$ cat src/rtl/mem_arbiter_if.sv
// Bus bundle for mem_arbiter: CPU and loader request ports plus shared read data.
// Requesters drive through the master modport, the arbiter uses the slave modport.
interface mem_arbiter_if #(
  parameter int AW = 4,
  parameter int DW = 8
);
  logic          c_req;
  logic          c_we;
  logic [AW-1:0] c_addr;
  logic [DW-1:0] c_wdata;
  logic          c_lock;
  logic          c_gnt;
  logic          c_ack;
  logic          l_req;
  logic          l_we;
  logic [AW-1:0] l_addr;
  logic [DW-1:0] l_wdata;
  logic          l_lock;
  logic          l_gnt;
  logic          l_ack;
  logic [DW-1:0] rdata;

  modport master (
    output c_req, c_we, c_addr, c_wdata, c_lock,
    output l_req, l_we, l_addr, l_wdata, l_lock,
    input  c_gnt, c_ack, l_gnt, l_ack, rdata
  );

  modport slave (
    input  c_req, c_we, c_addr, c_wdata, c_lock,
    input  l_req, l_we, l_addr, l_wdata, l_lock,
    output c_gnt, c_ack, l_gnt, l_ack, rdata
  );
endinterface

$ cat src/rtl/mem_arbiter.sv
// Round-robin CPU/loader arbiter owning the 16x8 unified memory.
// Optional owner lock for atomic RMW: define MEM_ARB_LOCK_EN.
module mem_arbiter #(
  parameter int AW    = 4,
  parameter int DW    = 8,
  parameter int DEPTH = 1 << AW
) (
  input  logic clk,
  input  logic rst_n,
  mem_arbiter_if.slave bus
);

  typedef enum logic [1:0] {
    S_IDLE,
    S_GRANT,
    S_ACK
  } state_e;

  state_e        state_q;
  logic          own_q;
  logic          last_q;
  logic          we_q;
  logic [AW-1:0] addr_q;
  logic [DW-1:0] wdata_q;
  logic [DW-1:0] rdata_q;
  logic          c_gnt_q;
  logic          l_gnt_q;
  logic          c_ack_q;
  logic          l_ack_q;
  logic [DW-1:0] mem_q [DEPTH];

  logic c_cand;
  logic l_cand;
  logic pick_l;

`ifdef MEM_ARB_LOCK_EN
  logic lock_q;
  logic lreq_q;
`else
  logic unused_lock;
  assign unused_lock = bus.c_lock ^ bus.l_lock;
`endif

  // own_q/last_q/pick_l: 1 = loader, 0 = CPU
  always_comb begin
    c_cand = bus.c_req;
    l_cand = bus.l_req;
`ifdef MEM_ARB_LOCK_EN
    if (lock_q) begin
      c_cand = bus.c_req & ~own_q;
      l_cand = bus.l_req & own_q;
    end
`endif
    pick_l = l_cand & (~c_cand | ~last_q);
  end

  always_ff @(posedge clk) begin
    if (!rst_n) begin
      state_q <= S_IDLE;
      own_q   <= 1'b0;
      last_q  <= 1'b1;
      we_q    <= 1'b0;
      addr_q  <= '0;
      wdata_q <= '0;
      rdata_q <= '0;
      c_gnt_q <= 1'b0;
      l_gnt_q <= 1'b0;
      c_ack_q <= 1'b0;
      l_ack_q <= 1'b0;
`ifdef MEM_ARB_LOCK_EN
      lock_q  <= 1'b0;
      lreq_q  <= 1'b0;
`endif
    end else begin
      unique case (state_q)
        S_IDLE: begin
          if (c_cand | l_cand) begin
            state_q <= S_GRANT;
            own_q   <= pick_l;
            c_gnt_q <= ~pick_l;
            l_gnt_q <= pick_l;
            we_q    <= pick_l ? bus.l_we    : bus.c_we;
            addr_q  <= pick_l ? bus.l_addr  : bus.c_addr;
            wdata_q <= pick_l ? bus.l_wdata : bus.c_wdata;
`ifdef MEM_ARB_LOCK_EN
            lreq_q  <= pick_l ? bus.l_lock  : bus.c_lock;
            if (!lock_q) last_q <= pick_l;
`else
            last_q  <= pick_l;
`endif
          end
        end
        S_GRANT: begin
          if (we_q) begin
            mem_q[addr_q] <= wdata_q;
            rdata_q       <= wdata_q;
          end else begin
            rdata_q       <= mem_q[addr_q];
          end
          c_ack_q <= ~own_q;
          l_ack_q <= own_q;
          state_q <= S_ACK;
`ifdef MEM_ARB_LOCK_EN
          lock_q  <= lreq_q;
`endif
        end
        S_ACK: begin
          c_gnt_q <= 1'b0;
          l_gnt_q <= 1'b0;
          c_ack_q <= 1'b0;
          l_ack_q <= 1'b0;
          state_q <= S_IDLE;
        end
        default: state_q <= S_IDLE;
      endcase
    end
  end

  assign bus.c_gnt = c_gnt_q;
  assign bus.l_gnt = l_gnt_q;
  assign bus.c_ack = c_ack_q;
  assign bus.l_ack = l_ack_q;
  assign bus.rdata = rdata_q;

endmodule

$ cat src/flat_wrapper.sv
// flat-port wrapper written by rule: the top's interface ports become plain ports
module mem_arbiter_flat 
#(
  parameter int AW    = 4,
  parameter int DW    = 8,
  parameter int DEPTH = 1 << AW
)
  (clk, rst_n, bus_c_req, bus_c_we, bus_c_addr, bus_c_wdata, bus_c_lock, bus_l_req, bus_l_we, bus_l_addr, bus_l_wdata, bus_l_lock, bus_c_gnt, bus_c_ack, bus_l_gnt, bus_l_ack, bus_rdata);
  mem_arbiter_if #(.AW(AW), .DW(DW)) bus_i ();
  input  logic clk;
  input  logic rst_n;
  input wire logic [$bits(bus_i.c_req)-1:0] bus_c_req;
  input wire logic [$bits(bus_i.c_we)-1:0] bus_c_we;
  input wire logic [$bits(bus_i.c_addr)-1:0] bus_c_addr;
  input wire logic [$bits(bus_i.c_wdata)-1:0] bus_c_wdata;
  input wire logic [$bits(bus_i.c_lock)-1:0] bus_c_lock;
  input wire logic [$bits(bus_i.l_req)-1:0] bus_l_req;
  input wire logic [$bits(bus_i.l_we)-1:0] bus_l_we;
  input wire logic [$bits(bus_i.l_addr)-1:0] bus_l_addr;
  input wire logic [$bits(bus_i.l_wdata)-1:0] bus_l_wdata;
  input wire logic [$bits(bus_i.l_lock)-1:0] bus_l_lock;
  output wire logic [$bits(bus_i.c_gnt)-1:0] bus_c_gnt;
  output wire logic [$bits(bus_i.c_ack)-1:0] bus_c_ack;
  output wire logic [$bits(bus_i.l_gnt)-1:0] bus_l_gnt;
  output wire logic [$bits(bus_i.l_ack)-1:0] bus_l_ack;
  output wire logic [$bits(bus_i.rdata)-1:0] bus_rdata;
  assign bus_i.c_req = bus_c_req;
  assign bus_i.c_we = bus_c_we;
  assign bus_i.c_addr = bus_c_addr;
  assign bus_i.c_wdata = bus_c_wdata;
  assign bus_i.c_lock = bus_c_lock;
  assign bus_i.l_req = bus_l_req;
  assign bus_i.l_we = bus_l_we;
  assign bus_i.l_addr = bus_l_addr;
  assign bus_i.l_wdata = bus_l_wdata;
  assign bus_i.l_lock = bus_l_lock;
  assign bus_c_gnt = bus_i.c_gnt;
  assign bus_c_ack = bus_i.c_ack;
  assign bus_l_gnt = bus_i.l_gnt;
  assign bus_l_ack = bus_i.l_ack;
  assign bus_rdata = bus_i.rdata;
  mem_arbiter #(.AW(AW), .DW(DW), .DEPTH(DEPTH)) u_core (.clk(clk), .rst_n(rst_n), .bus(bus_i));
endmodule
$ cat config.mk
export PLATFORM = sky130hd
export DESIGN_NAME = mem_arbiter_flat
export DESIGN_NICKNAME = d
export VERILOG_FILES = /design/src/rtl/mem_arbiter_if.sv /design/src/rtl/mem_arbiter.sv /design/src/flat_wrapper.sv
export SDC_FILE = /design/constraint.sdc
export NUM_CORES = 1
export LEC_CHECK = 0
export CELL_PAD_IN_SITES_DETAIL_PLACEMENT = 0
export CELL_PAD_IN_SITES_GLOBAL_PLACEMENT = 1
export CORE_MARGIN = 2
export CORE_UTILIZATION = 56
export CTS_BUF_LIST = sky130_fd_sc_hd__clkbuf_8
export CTS_CLUSTER_DIAMETER = 100
export DETAILED_ROUTE_END_ITERATION = 10
export DONT_BUFFER_PORTS = 1
export HOLD_SLACK_MARGIN = 0.15
export PLACE_DENSITY_LB_ADDON = 0.1
export SYNTH_ARGS = -nofsm -noshare
export SYNTH_HDL_FRONTEND = slang
export SYNTH_SLANG_ARGS = --single-unit
$ cat constraint.sdc
create_clock -name clk -period 2.3 [get_ports clk]
set_input_delay 0.46 -clock clk [delete_from_list [all_inputs] [get_ports clk]]
set_output_delay 0.46 -clock clk [all_outputs]
set_load 0.02 [all_outputs]
# Word level (Yosys, flattened, before mapping)
# Memory sizes are Yosys's and may differ from the RTL's. A register that Yosys moved wholly into a read port is not among the register bits.
# Cells that the tools add are included.
# totals
reg_bits	21
latchBits	0
mem_bits_rw	128
romBits	0
output_inout_bits	12
elab_cells	42
mem_count	1
# classes
n_addsub	0
mul	0
div_mod_pow	0
n_lt_le_gt_ge	0
n_eq_ne	3
shift	0
muxes	15
bitwise_logic	7
reduce_logical	6
# mem_list
memory	depth	width	read_ports	rd_ports_with_merged_regs	write_ports	line	text
u_core.mem_q	16	8	1	1	1	mem_arbiter.sv:30	logic [DW-1:0] mem_q [DEPTH];
# op_table
operator	n
$mux W8	1
$pmux W1 S2	4
$mux W1	7
$mux W4	1
$not A1 Y1	4
$pmux W2 S2	1
$reduce_and A2 Y1	2
$reduce_bool A2 Y1	2
$eq A2 B1 Y1 const B	1
$eq A2 B2 Y1 const B	1
$logic_not A2 Y1	1
$mux W2	1
$ne A2 B1 Y1 const B	1
$or A1 B1 Y1	2
$and A1 B1 Y1	1
$logic_not A1 Y1	1

# Depth between registers and ports, before layout
# Gate-level depths: netlist of the first run.
# logic_depth
ltp_word	6
ltp_mapped	8
ltp_nobuf	6

# Worst setup path after synthesis of the first run
# Ideal clock, no wire load.
# synth_path
kind	register to register
startpoint	reg u_core.state_q[1]
endpoint	mem u_core.mem_q[12][0] (enable)
setup_time_ps	383
t_arrival_ps	1680
slack_ps	237
path_stages_with_launch	7
synth_period_minus_slack_ps	2063
cell_sequence	dfxtp_1 inv_1 ha_1 buf_2 and3_1 nand3_1 nor3_1
# synth_between
elab_chain_len	4
# synth_rtl
item	line	text
from (decl)	mem_arbiter.sv:19	state_e state_q;
from (signal assigned)	mem_arbiter.sv:59	state_q <= S_IDLE;
from (signal assigned)	mem_arbiter.sv:78	state_q <= S_GRANT;
from (signal assigned)	mem_arbiter.sv:102	state_q <= S_ACK;
$eq A2 B1 Y1	--	
$mux W1	mem_arbiter.sv:75	unique case (state_q)
$mux W1	mem_arbiter.sv:58	if (!rst_n) begin
$mux W1 (not written as such)	mem_arbiter.sv:95	mem_q[addr_q] <= wdata_q;
to (decl)	mem_arbiter.sv:30	
# No other way between the ends.

# Final worst setup path of the first run
# layout_path
startpoint	reg u_core.state_q[1]
endpoint	mem u_core.mem_q[2][0] (enable)
# The elaborated chain is that of the path after synthesis.

==> results.toml, run 1 <==
[outcome]
outcome = "completed"

[finish]
post-route-cell-area_um2 = 7040
fillerInstances = 793
area_growth_syn_to_layout_pct = 11.0
fin_nets = 446
ratio_of_cells_with_drive_above_1_in_the_final_layout = 0.183
num_antenna_cells = 0

[pwr]
seqPwrFrac = 0.553
sw_frac_of_total = 0.228
power.share.combinational = 0.097
vdd_ir_drop_max_uv = 580
power.internal_mw = 4.71
clockPowerShare = 0.350
power.leakage_nw = 2.41
fin_total_pwr_mw = 6.10
power_switching_mw = 1.39
power-per-cell-area_nw_per_um2 = 866

[worst_hold_path]
worst_hold_startpoint = "bus_l_req"
hold_path_class = "primary input to flip-flop"

[logic_synthesis]
postSynthAreaPerCell_um2 = 16.5
synthCells = 384
cell_area_after_synthesis_um2 = 6340
synth.yosys.seq_area_share = 0.697
mappedNetlistNets = 420
post_synth_num_cell_types = 33
ys_warn_count = 0
synth_seq_cells = 157

[setup_path]
critical_path.startpoint = "u_core.state_q[1]"
r2r_start = "u_core.state_q[1]"
max_stage_delay_cell_worst_path = "dfxtp_1"
worstSetupEndpointType = "flip-flop"
worst_ep_required_time_ns = 2.45
crit_path_max_incr_delay_ns = 0.33
critical_path.cell_chain = "inv_1 -> ha_1 -> and3_1 -> nand2_1 -> nor2_1 -> buf_4"
path_max_fanout = 6
cp_num_buf_inv = 2
start_kind = "flip-flop"
arrival_ns = 2.02
setup.worst_path.class = "flip-flop to flip-flop"
path_delay_family = "simple AND/OR/NAND/NOR gates"

[floorplanning]
placement_row_count = 38
start_util = 0.580
floorplan.die.height_um = 110
die_width_um = 110
num_io_pins = 44
coreArea_um2 = 10900
die-area_um2 = 12200

[clock_network]
cts-resized-gates = 0
tritoncts = "built"
cts-hold-fix-buffers = 3
max-clock-path-buffers = 2
clk_transition_reported_paths_ns = 0.07
ctsHtreeMaxLevel = 4
worst_skew_pair.late_latency_ns = 0.44
clockRootBuffer = "clkbuf_8"
cts_buffers = 17
postCtsSetupRepairBufs = 0
clkSinkCount = 157

[timing]
achievable-frequency_mhz = 537
hold_violations = 0
worst_slew_pin_slew_ns = 1.00
finalClockSkew_ns = 0.00923
post-route-min-period_ns = 1.86
setup_total_negative_slack_ns = 0
layout_worst_path_cycle_share = 0.810
max_slew_margin = 0.330
final_max_slew_viol_count = 0
setup_viol = 0
rsz0062_at_grt = "false"

[flow_run]
max_capacitance_violation_total = 0

[drt]
drt-wirelength-per-cell_um = 22.3
detail_route.vias_per_cell = 6.04
number_of_remaining_drc_errors = 0
detailroute.via_count = 3384
initialDrtViolationCount = 286
detailedRoute.firstPassIterationCount = 4
ant_nets = 0
routed_wl_mm = 12.5

[global_routing]
grt_first_pass_wirelength_mm = 19.5
antenna_found_initial = 0
congestion_overflow_gr = 0
first_global_vias = 3518
grt_start_max_net_pins = 36
globalRouteTotalUtil = 0.218

[place]
dpl_cell_area_um2 = 6600
globalplace.congestion = 0.767
i_o_buffers = 0
place_hpwl_mm = 8.19
[per-stage QoR]
step | utilization | setup WS [ns] | hold WS (ns) | instances
final | 0.644 | 0.436 | 0.229 | 560
after global routing | 0.644 | 0.298 | 0.230 | 560
after CTS | 0.644 | 0.410 | 0.191 | 560
after detailed placement | 0.604 | 0.448 | 0.546 | 528
after global placement | 0.604 | 0.448 | 0.528 | 528
after floorplan | - | 0.237 | 0.496 | 384
[routing by layer]
layer	vias to the layer above	wire length (um)	GRT usage
met5	-	0	0
met2	82	5960	0.343
met1	1718	5610	0.293
li1	1567	-	-
met4	0	194	0.0825
met3	17	720	0.0626
[registers in the layout (all words and copies together), names as in the netlist]
name	count
u_core.bus.c_gnt	1
u_core.bus.c_ack	1
u_core.wdata_q	8
u_core.last_q	1
u_core.bus.rdata	8
u_core.bus.l_ack	1
u_core.we_q	1
u_core.state_q	2
u_core.mem_q	128
u_core.addr_q	4
u_core.own_q	1
u_core.bus.l_gnt	1
[placed cells by master (no fill, tap or decap), drive strengths merged]
| cell | n |
|---|---|
| nor2b | 7 |
| clkbuf | 17 |
| mux2i | 31 |
| o311a | 1 |
| dfxtp | 29 |
| and3 | 2 |
| nand3b | 5 |
| ha | 4 |
| and2 | 2 |
| mux4 | 24 |
| a22oi | 9 |
| buf | 27 |
| o211ai | 1 |
| clkinv | 7 |
| bufinv | 5 |
| a21oi | 10 |
| o21ai | 3 |
| dlygate4sd3 | 3 |
| nand2b | 3 |
| nor3 | 8 |
| edfxtp | 128 |
| inv | 11 |
| a21boi | 2 |
| o21a | 1 |
| nand3 | 3 |
| o22ai | 1 |
| nor2 | 20 |
| o211a | 13 |
| nand2 | 19 |
| o221ai | 15 |
| a211oi | 8 |
| or3b | 1 |
[cell usage after synthesis]
cell type / number / share of area
a21boi_1: 2 / 0.0024
nor3_1: 8 / 0.0063
nor2b_1: 7 / 0.0069
buf_2: 8 / 0.0063
o211a_1: 13 / 0.021
o21ai_1: 1 / 0.00079
a211oi_2: 1 / 0.0020
inv_1: 11 / 0.0065
a211oi_1: 7 / 0.0083
nand2_1: 19 / 0.011
nand3_1: 3 / 0.0024
and2_1: 2 / 0.0020
buf_6: 4 / 0.0071
dfxtp_1: 29 / 0.092
o21a_1: 1 / 0.0012
o21ai_0: 2 / 0.0016
nand2b_1: 3 / 0.0030
a22oi_1: 9 / 0.011
mux2i_1: 31 / 0.049
nor2_1: 20 / 0.012
mux4_2: 24 / 0.085
nand3b_1: 5 / 0.0059
or3b_1: 1 / 0.0014
o211ai_1: 1 / 0.0012
o221ai_1: 15 / 0.021
o311a_1: 1 / 0.0016
o22ai_1: 1 / 0.00099
edfxtp_1: 128 / 0.61
buf_4: 3 / 0.0035
and3_1: 2 / 0.0020
clkbuf_1: 8 / 0.0047
a21oi_1: 10 / 0.0079
ha_1: 4 / 0.0079
[final timing paths]
check | endpoint | slack [ns] | cells after the start
worst max register to register | u_core.mem_q[2][0] | 0.44 | 6
worst min register to register | u_core.bus.l_gnt | 0.56 | 2
worst max-delay path | u_core.mem_q[2][0] | 0.44 | 6
worst min-delay path | u_core.last_q | 0.23 | 2
[final cells by class]
class	count	area [um^2]	area share
clock inverters	12	178	0.0252
clock buffers	17	234	0.0332
flip-flops and latches	157	4430	0.628
repair buffers	30	245	0.0348
multi-input cells	193	1750	0.248
well taps	140	175	0.0249
inverters	11	41.3	0.00586
[logic make-up (layout without fill, tap and decap cells)]
group,Yosys count,after routing,share of synthesized area
DFF,157,157,0.697
and+or+nand+nor,70,70,0.0528
AOI/OAI and AO/OA,64,64,0.0797
muxes,55,55,0.134
buffers and inverters,34,70,0.0282
adders and majority gates,4,4,0.00789
[power groups by stage]
stage | combinational, mW | sequential [mW] | clock [mW]
global placement | 0.576 | 3.43 | 0
floorplan | 0.478 | 3.35 | 0
CTS | 0.595 | 3.38 | 2.19
detailed placement | 0.582 | 3.44 | 0
global route | 0.645 | 3.39 | 2.32
finish | 0.590 | 3.38 | 2.14
[worst register-to-register path: stages, from the launching register on]
cell and delay [ns]:
dfxtp_1 0.33, inv_1 0.10, ha_1 0.18, and3_1 0.28
nand2_1 0.15, nor2_1 0.30, buf_4 0.24
Power figures use the tool's default switching activity.
==> inputs of run 2 (changes only) <==
==> constraint.sdc (replaced) <==
create_clock -name clk -period 1.84 [get_ports clk]
set_input_delay 0.368 -clock clk [delete_from_list [all_inputs] [get_ports clk]]
set_output_delay 0.368 -clock clk [all_outputs]
set_load 0.02 [all_outputs]
==> run 2 against run 1 <==
Compared with the run above: combinational power rose by 50%; clock skew is 0.0029 ns lower; core utilization grew 1.0 points; hold slack worse by 0.052 ns; largest power group unchanged.
==> results.toml, run 2 (same netlist as run 1, synthesis figures left out) <==
[finish]
largest_register = "u_core.mem_q"
most_common_cell_after_layout_fill_and_taps_aside = "edfxtp_1"
post-route-cell-area_um2 = 7160
ratio_of_cells_with_drive_above_1_in_the_final_layout = 0.221
layout.cells.non_filler = 575
flip_flop_count_of_the_largest_register_after_layout = 128
area_growth_syn_to_layout_pct = 12.8
fin_nets = 458
commonest_cells_after_routing_fill_and_taps_aside = "edfxtp_1, buf_4, mux2i_1"
num_antenna_cells = 0

[place]
place_hpwl_mm = 8.56
post-place-ws_ns = 0.0205
dpl_cell_area_um2 = 6750
placed_cells = 540
i_o_buffers = 0
globalplace.congestion = 0.804

[clock_network]
tritoncts = "built"
worst_skew_pair.late_latency_ns = 0.45
postCtsSetupRepairBufs = 0
clkSinkCount = 157
clockRootBuffer = "clkbuf_8"
cts_buffers = 17
clk_transition_reported_paths_ns = 0.07
max-clock-path-buffers = 2
ctsHtreeMaxLevel = 4

[setup_path]
start_kind = "flip-flop"
path_max_fanout = 8
setup.worst_path.class = "flip-flop to flip-flop"
worst_ep_required_time_ns = 2.01
arrival_ns = 1.88
rrSetupSlack_ns = 0.13
critical_path.startpoint = "u_core.state_q[0]"
critical_path.reg2reg.endpoint = "u_core.mem_q[8][6]"
worstSetupEndpointType = "flip-flop"
r2r_start = "u_core.state_q[0]"
worst_reg_to_reg_cells = 5

[floorplanning]
coreArea_um2 = 10900
num_io_pins = 44
start_util = 0.580
floorplan.die.height_um = 110
die_width_um = 110
die-area_um2 = 12200
placement_row_count = 38

[flow_run]
max_capacitance_violation_total = 0

[drt]
routed_wl_mm = 12.8
ant_nets = 0
drt-wirelength-per-cell_um = 22.2
initialDrtViolationCount = 326
number_of_remaining_drc_errors = 0
detail_route.vias_per_cell = 6.03
detailroute.via_count = 3467
detailedRoute.firstPassIterationCount = 5

[global_routing]
first_global_vias = 3527
grt_first_pass_wirelength_mm = 20.2
globalRouteTotalUtil = 0.227
grt_start_max_net_pins = 32
congestion_overflow_gr = 0
antenna_found_initial = 0

[timing]
max_slew_margin = 0.332
setup_viol = 0
finalClockSkew_ns = 0.00629
worst_slew_pin_slew_ns = 0.999
timing.final.ws_setup_ns = 0.129
post-route-min-period_ns = 1.71
final_max_slew_viol_count = 0
rsz0062_at_grt = "false"
hold_violations = 0
layout_worst_path_cycle_share = 0.930
achievable-frequency_mhz = 584
setup_total_negative_slack_ns = 0

[worst_hold_path]
min_delay_worst_endpoint = "u_core.addr_q[1]"
hold_path_class = "primary input to flip-flop"
min_delay_path_depth = 3
worst_hold_startpoint = "bus_c_addr[1]"

[outcome]
outcome = "completed"

[pwr]
power.leakage_nw = 2.48
vdd_ir_drop_max_uv = 713
power-per-cell-area_nw_per_um2 = 1020
## run 2: cell count changes in the layout (fill, tap and decap cells not counted), moves of 2 or more
cell / previous run / this run
buf_4: 26 / 33
bufinv_16: 5 / 2
clkinv_2: 1 / 4
nor3_1: 8 / 4
buf_6: 0 / 2
buf_12: 1 / 4
inv_1: 11 / 13
nor3_2: 0 / 4
## run 2: worst max path at each step
stage,endpoint,cells past startpoint,slack [ns]
final,u_core.mem_q[8][6],5,0.13
after global routing,u_core.mem_q[8][4],5,0.01
after detailed placement,u_core.mem_q[12][0],6,0.02
after CTS,u_core.mem_q[12][0],6,0.04
after global placement,u_core.bus.rdata[6],4,0.08
after floorplan,u_core.mem_q[13][0],6,-0.02
## run 2: area by class of cell
type | instances | area (um^2)
tap | 140 | 175
timing repair buffer | 42 | 380
clock buffer | 17 | 234
fill | 785 | 3780
clock inverter | 15 | 114
sequential | 157 | 4430
multi-input combinational | 193 | 1780
inverter | 11 | 41.3
## run 2: worst max-delay path, stage by stage, from the launching register on
cell	delay [ns]
dfxtp_1	0.44
ha_4	0.18
and3_4	0.22
nand3b_1	0.17
nor3_2	0.24
buf_6	0.18
## run 2: through the flow
step	power [mW]	hold WS (ns)	utilization
6_report	7.32	0.177	0.654
3_5_place_dp	5.09	0.460	0.617
5_1_grt	7.63	0.173	0.654
3_3_place_gp	5.08	0.455	0.617
4_1_cts	7.37	0.155	0.652
2_1_floorplan	4.79	0.496	-
## run 2: repair_timing
action | 4_1_cts | 5_1_grt
setup endpoints to repair | 8 | 80
gates resized for setup | 1 | 7
hold buffers | 3 | 0
endpoints found under the hold margin | 29 | 0
pin swaps | 0 | 1
## run 2: metal layers
metal  GRT usage  routed length (um)  up-vias
met4      0.0942                 320        0
li1            -                   -     1592
met5           0                   0        -
met3      0.0681                 828       27
met1       0.301                5370     1751
met2       0.353                6250       97
## run 2: report_power, final
part	internal, mW	switching (mW)
Sequential	3.98	0.162
Combinational	0.404	0.483
Clock	1.15	1.14
Total	5.54	1.78
==> inputs of run 3 (changes only) <==
--- a/config.mk
+++ b/config.mk
@@ -5,10 +5,10 @@
 export SDC_FILE = /design/constraint.sdc
 export NUM_CORES = 1
 export LEC_CHECK = 0
-export CELL_PAD_IN_SITES_DETAIL_PLACEMENT = 0
-export CELL_PAD_IN_SITES_GLOBAL_PLACEMENT = 1
+export CELL_PAD_IN_SITES_DETAIL_PLACEMENT = 2
+export CELL_PAD_IN_SITES_GLOBAL_PLACEMENT = 2
 export CORE_MARGIN = 2
-export CORE_UTILIZATION = 56
+export CORE_UTILIZATION = 53
 export CTS_BUF_LIST = sky130_fd_sc_hd__clkbuf_8
 export CTS_CLUSTER_DIAMETER = 100
 export DETAILED_ROUTE_END_ITERATION = 10
==> constraint.sdc (replaced) <==
create_clock -name clk -period 2.21 [get_ports clk]
set_input_delay 0.442 -clock clk [delete_from_list [all_inputs] [get_ports clk]]
set_output_delay 0.442 -clock clk [all_outputs]
set_load 0.02 [all_outputs]
==> run 3 against run 2 <==
Compared with the run above: final cell count shrank 1.7%; global-route usage up 5.7 points; wire length up 32%; sequential power down 15%; combinational power fell by 24%; highest routed layer unchanged; first-iteration DRC count up 2.5%; non-clock buffer count is 12 lower; critical path depth fell by 1; die area increased by 5.5%; sequential share of layout area is 1.1 points higher; via count grew 3.0%.
==> results.toml, run 3 (same netlist as run 1, synthesis figures left out) <==
[finish]
flip_flop_count_of_the_largest_register_after_layout = 128
fillerInstances = 947
num_antenna_cells = 0
largest_register = "u_core.mem_q"
most_common_cell_after_layout_fill_and_taps_aside = "edfxtp_1"
layout.cells.non_filler = 565
post-route-cell-area_um2 = 7030
fin_nets = 446
commonest_cells_after_routing_fill_and_taps_aside = "edfxtp_1, mux2i_1, dfxtp_1"
area_growth_syn_to_layout_pct = 10.7
ratio_of_cells_with_drive_above_1_in_the_final_layout = 0.192
final_core_util = 0.607

[drt]
ant_nets = 0
detail_route.vias_per_cell = 6.32
drt-wirelength-per-cell_um = 29.8
detailroute.via_count = 3570
initialDrtViolationCount = 334
number_of_remaining_drc_errors = 0
detailedRoute.firstPassIterationCount = 4
routed_wl_mm = 16.8

[clock_network]
worst_skew_pair.late_latency_ns = 0.47
postCtsSetupRepairBufs = 0
ctsHtreeMaxLevel = 4
cts-resized-gates = 0
clk_transition_reported_paths_ns = 0.08
cts-hold-fix-buffers = 3
cts_buffers = 17
tritoncts = "built"
clkSinkCount = 157
max-clock-path-buffers = 2
clockRootBuffer = "clkbuf_8"

[floorplanning]
placement_row_count = 39
start_util = 0.549
coreArea_um2 = 11600
die_width_um = 113
floorplan.die.height_um = 113
num_io_pins = 44
die-area_um2 = 12900

[global_routing]
globalRouteTotalUtil = 0.284
antenna_found_initial = 0
grt_first_pass_wirelength_mm = 25.4
grt_start_max_net_pins = 35
first_global_vias = 4055
congestion_overflow_gr = 0

[timing]
final_max_slew_viol_count = 0
layout_worst_path_cycle_share = 0.949
setup_viol = 0
timing.final.ws_setup_ns = 0.112
max_slew_margin = 0.223
hold_violations = 0
finalClockSkew_ns = 0.0111
post-route-min-period_ns = 2.10
achievable-frequency_mhz = 477
worst_slew_pin_slew_ns = 1.16
rsz0062_at_grt = "false"
setup_total_negative_slack_ns = 0

[setup_path]
crit_path_max_incr_delay_ns = 0.66
path_max_fanout = 10
start_kind = "flip-flop"
rrSetupSlack_ns = 0.11
setup.worst_path.class = "flip-flop to flip-flop"
worst_ep_required_time_ns = 2.39
arrival_ns = 2.27
worstSetupEndpointType = "flip-flop"
max_stage_delay_cell_worst_path = "dfxtp_1"
critical_path.cell_chain = "nor2b_1 -> nand2_1 -> nor2_1 -> buf_4"

[pwr]
sw_frac_of_total = 0.260
clockPowerShare = 0.337
power.share.combinational = 0.106
power-per-cell-area_nw_per_um2 = 903
power.leakage_nw = 2.39
vdd_ir_drop_max_uv = 612
seqPwrFrac = 0.557
power.internal_mw = 4.70
power_switching_mw = 1.65

[flow_run]
max_capacitance_violation_total = 0

[place]
placed_cells = 531
place_hpwl_mm = 11.2
globalplace.congestion = 0.751
dpl_cell_area_um2 = 6610
post-place-ws_ns = 0.198
i_o_buffers = 0

[worst_hold_path]
hold_path_class = "primary input to flip-flop"

[outcome]
outcome = "completed"
-- run 3: changes by cell type in the layout (fill, tap and decap cells not counted), sizes merged --
cell | previous run | this run
buf | 39 | 27
clkinvlp | 0 | 6
clkinv | 10 | 3
bufinv | 2 | 3
inv | 14 | 13
-- run 3: final timing paths --
| kind | depth (start not counted) | startpoint | endpoint |
|---|---|---|---|
| max | 4 | u_core.addr_q[2] | u_core.mem_q[5][6] |
| min | 2 | bus_l_req | u_core.last_q |
| max reg2reg | 4 | u_core.addr_q[2] | u_core.mem_q[5][6] |
| min reg2reg | 2 | u_core.bus.l_gnt | u_core.bus.l_gnt |
-- run 3: through the flow --
stage / hold slack, ns / power, mW
after floorplan: 0.496 / 3.99
after global placement: 0.526 / 4.19
after detailed placement: 0.537 / 4.25
after CTS: 0.191 / 6.38
after global routing: 0.211 / 6.55
final: 0.222 / 6.34
-- run 3: critical path: cells and delay by family (launching register included) --
family        cells  cell delay, ns
flops             1            0.66
buf+inv           1            0.24
simple gates      3            0.91
-- run 3: power groups by stage --
| stage | clock network, mW | logic (mW) | registers, mW |
|---|---|---|---|
| after CTS | 2.17 | 0.675 | 3.53 |
| after global placement | 0 | 0.607 | 3.58 |
| after global routing | 2.28 | 0.723 | 3.55 |
| final | 2.14 | 0.674 | 3.53 |
| after detailed placement | 0 | 0.648 | 3.60 |
| after floorplan | 0 | 0.498 | 3.49 |
-- run 3: area by class of cell --
| cell class | count | area [um^2] | area share |
|---|---|---|---|
| Sequential cell | 157 | 4430 | 0.630 |
| Multi-Input combinational cell | 193 | 1750 | 0.248 |
| Timing Repair Buffer | 30 | 245 | 0.0349 |
| Clock buffer | 17 | 234 | 0.0333 |
| Tap cell | 143 | 179 | 0.0255 |
| Clock inverter | 14 | 155 | 0.0221 |
| Inverter | 11 | 41.3 | 0.00588 |
-- run 3: per-layer routing --
layer	up-vias	part of all wire	track usage
met4	0	0.017	0.107
met5	-	0	0
met2	113	0.52	0.481
met1	1868	0.39	0.354
li1	1571	-	-
met3	18	0.070	0.0749
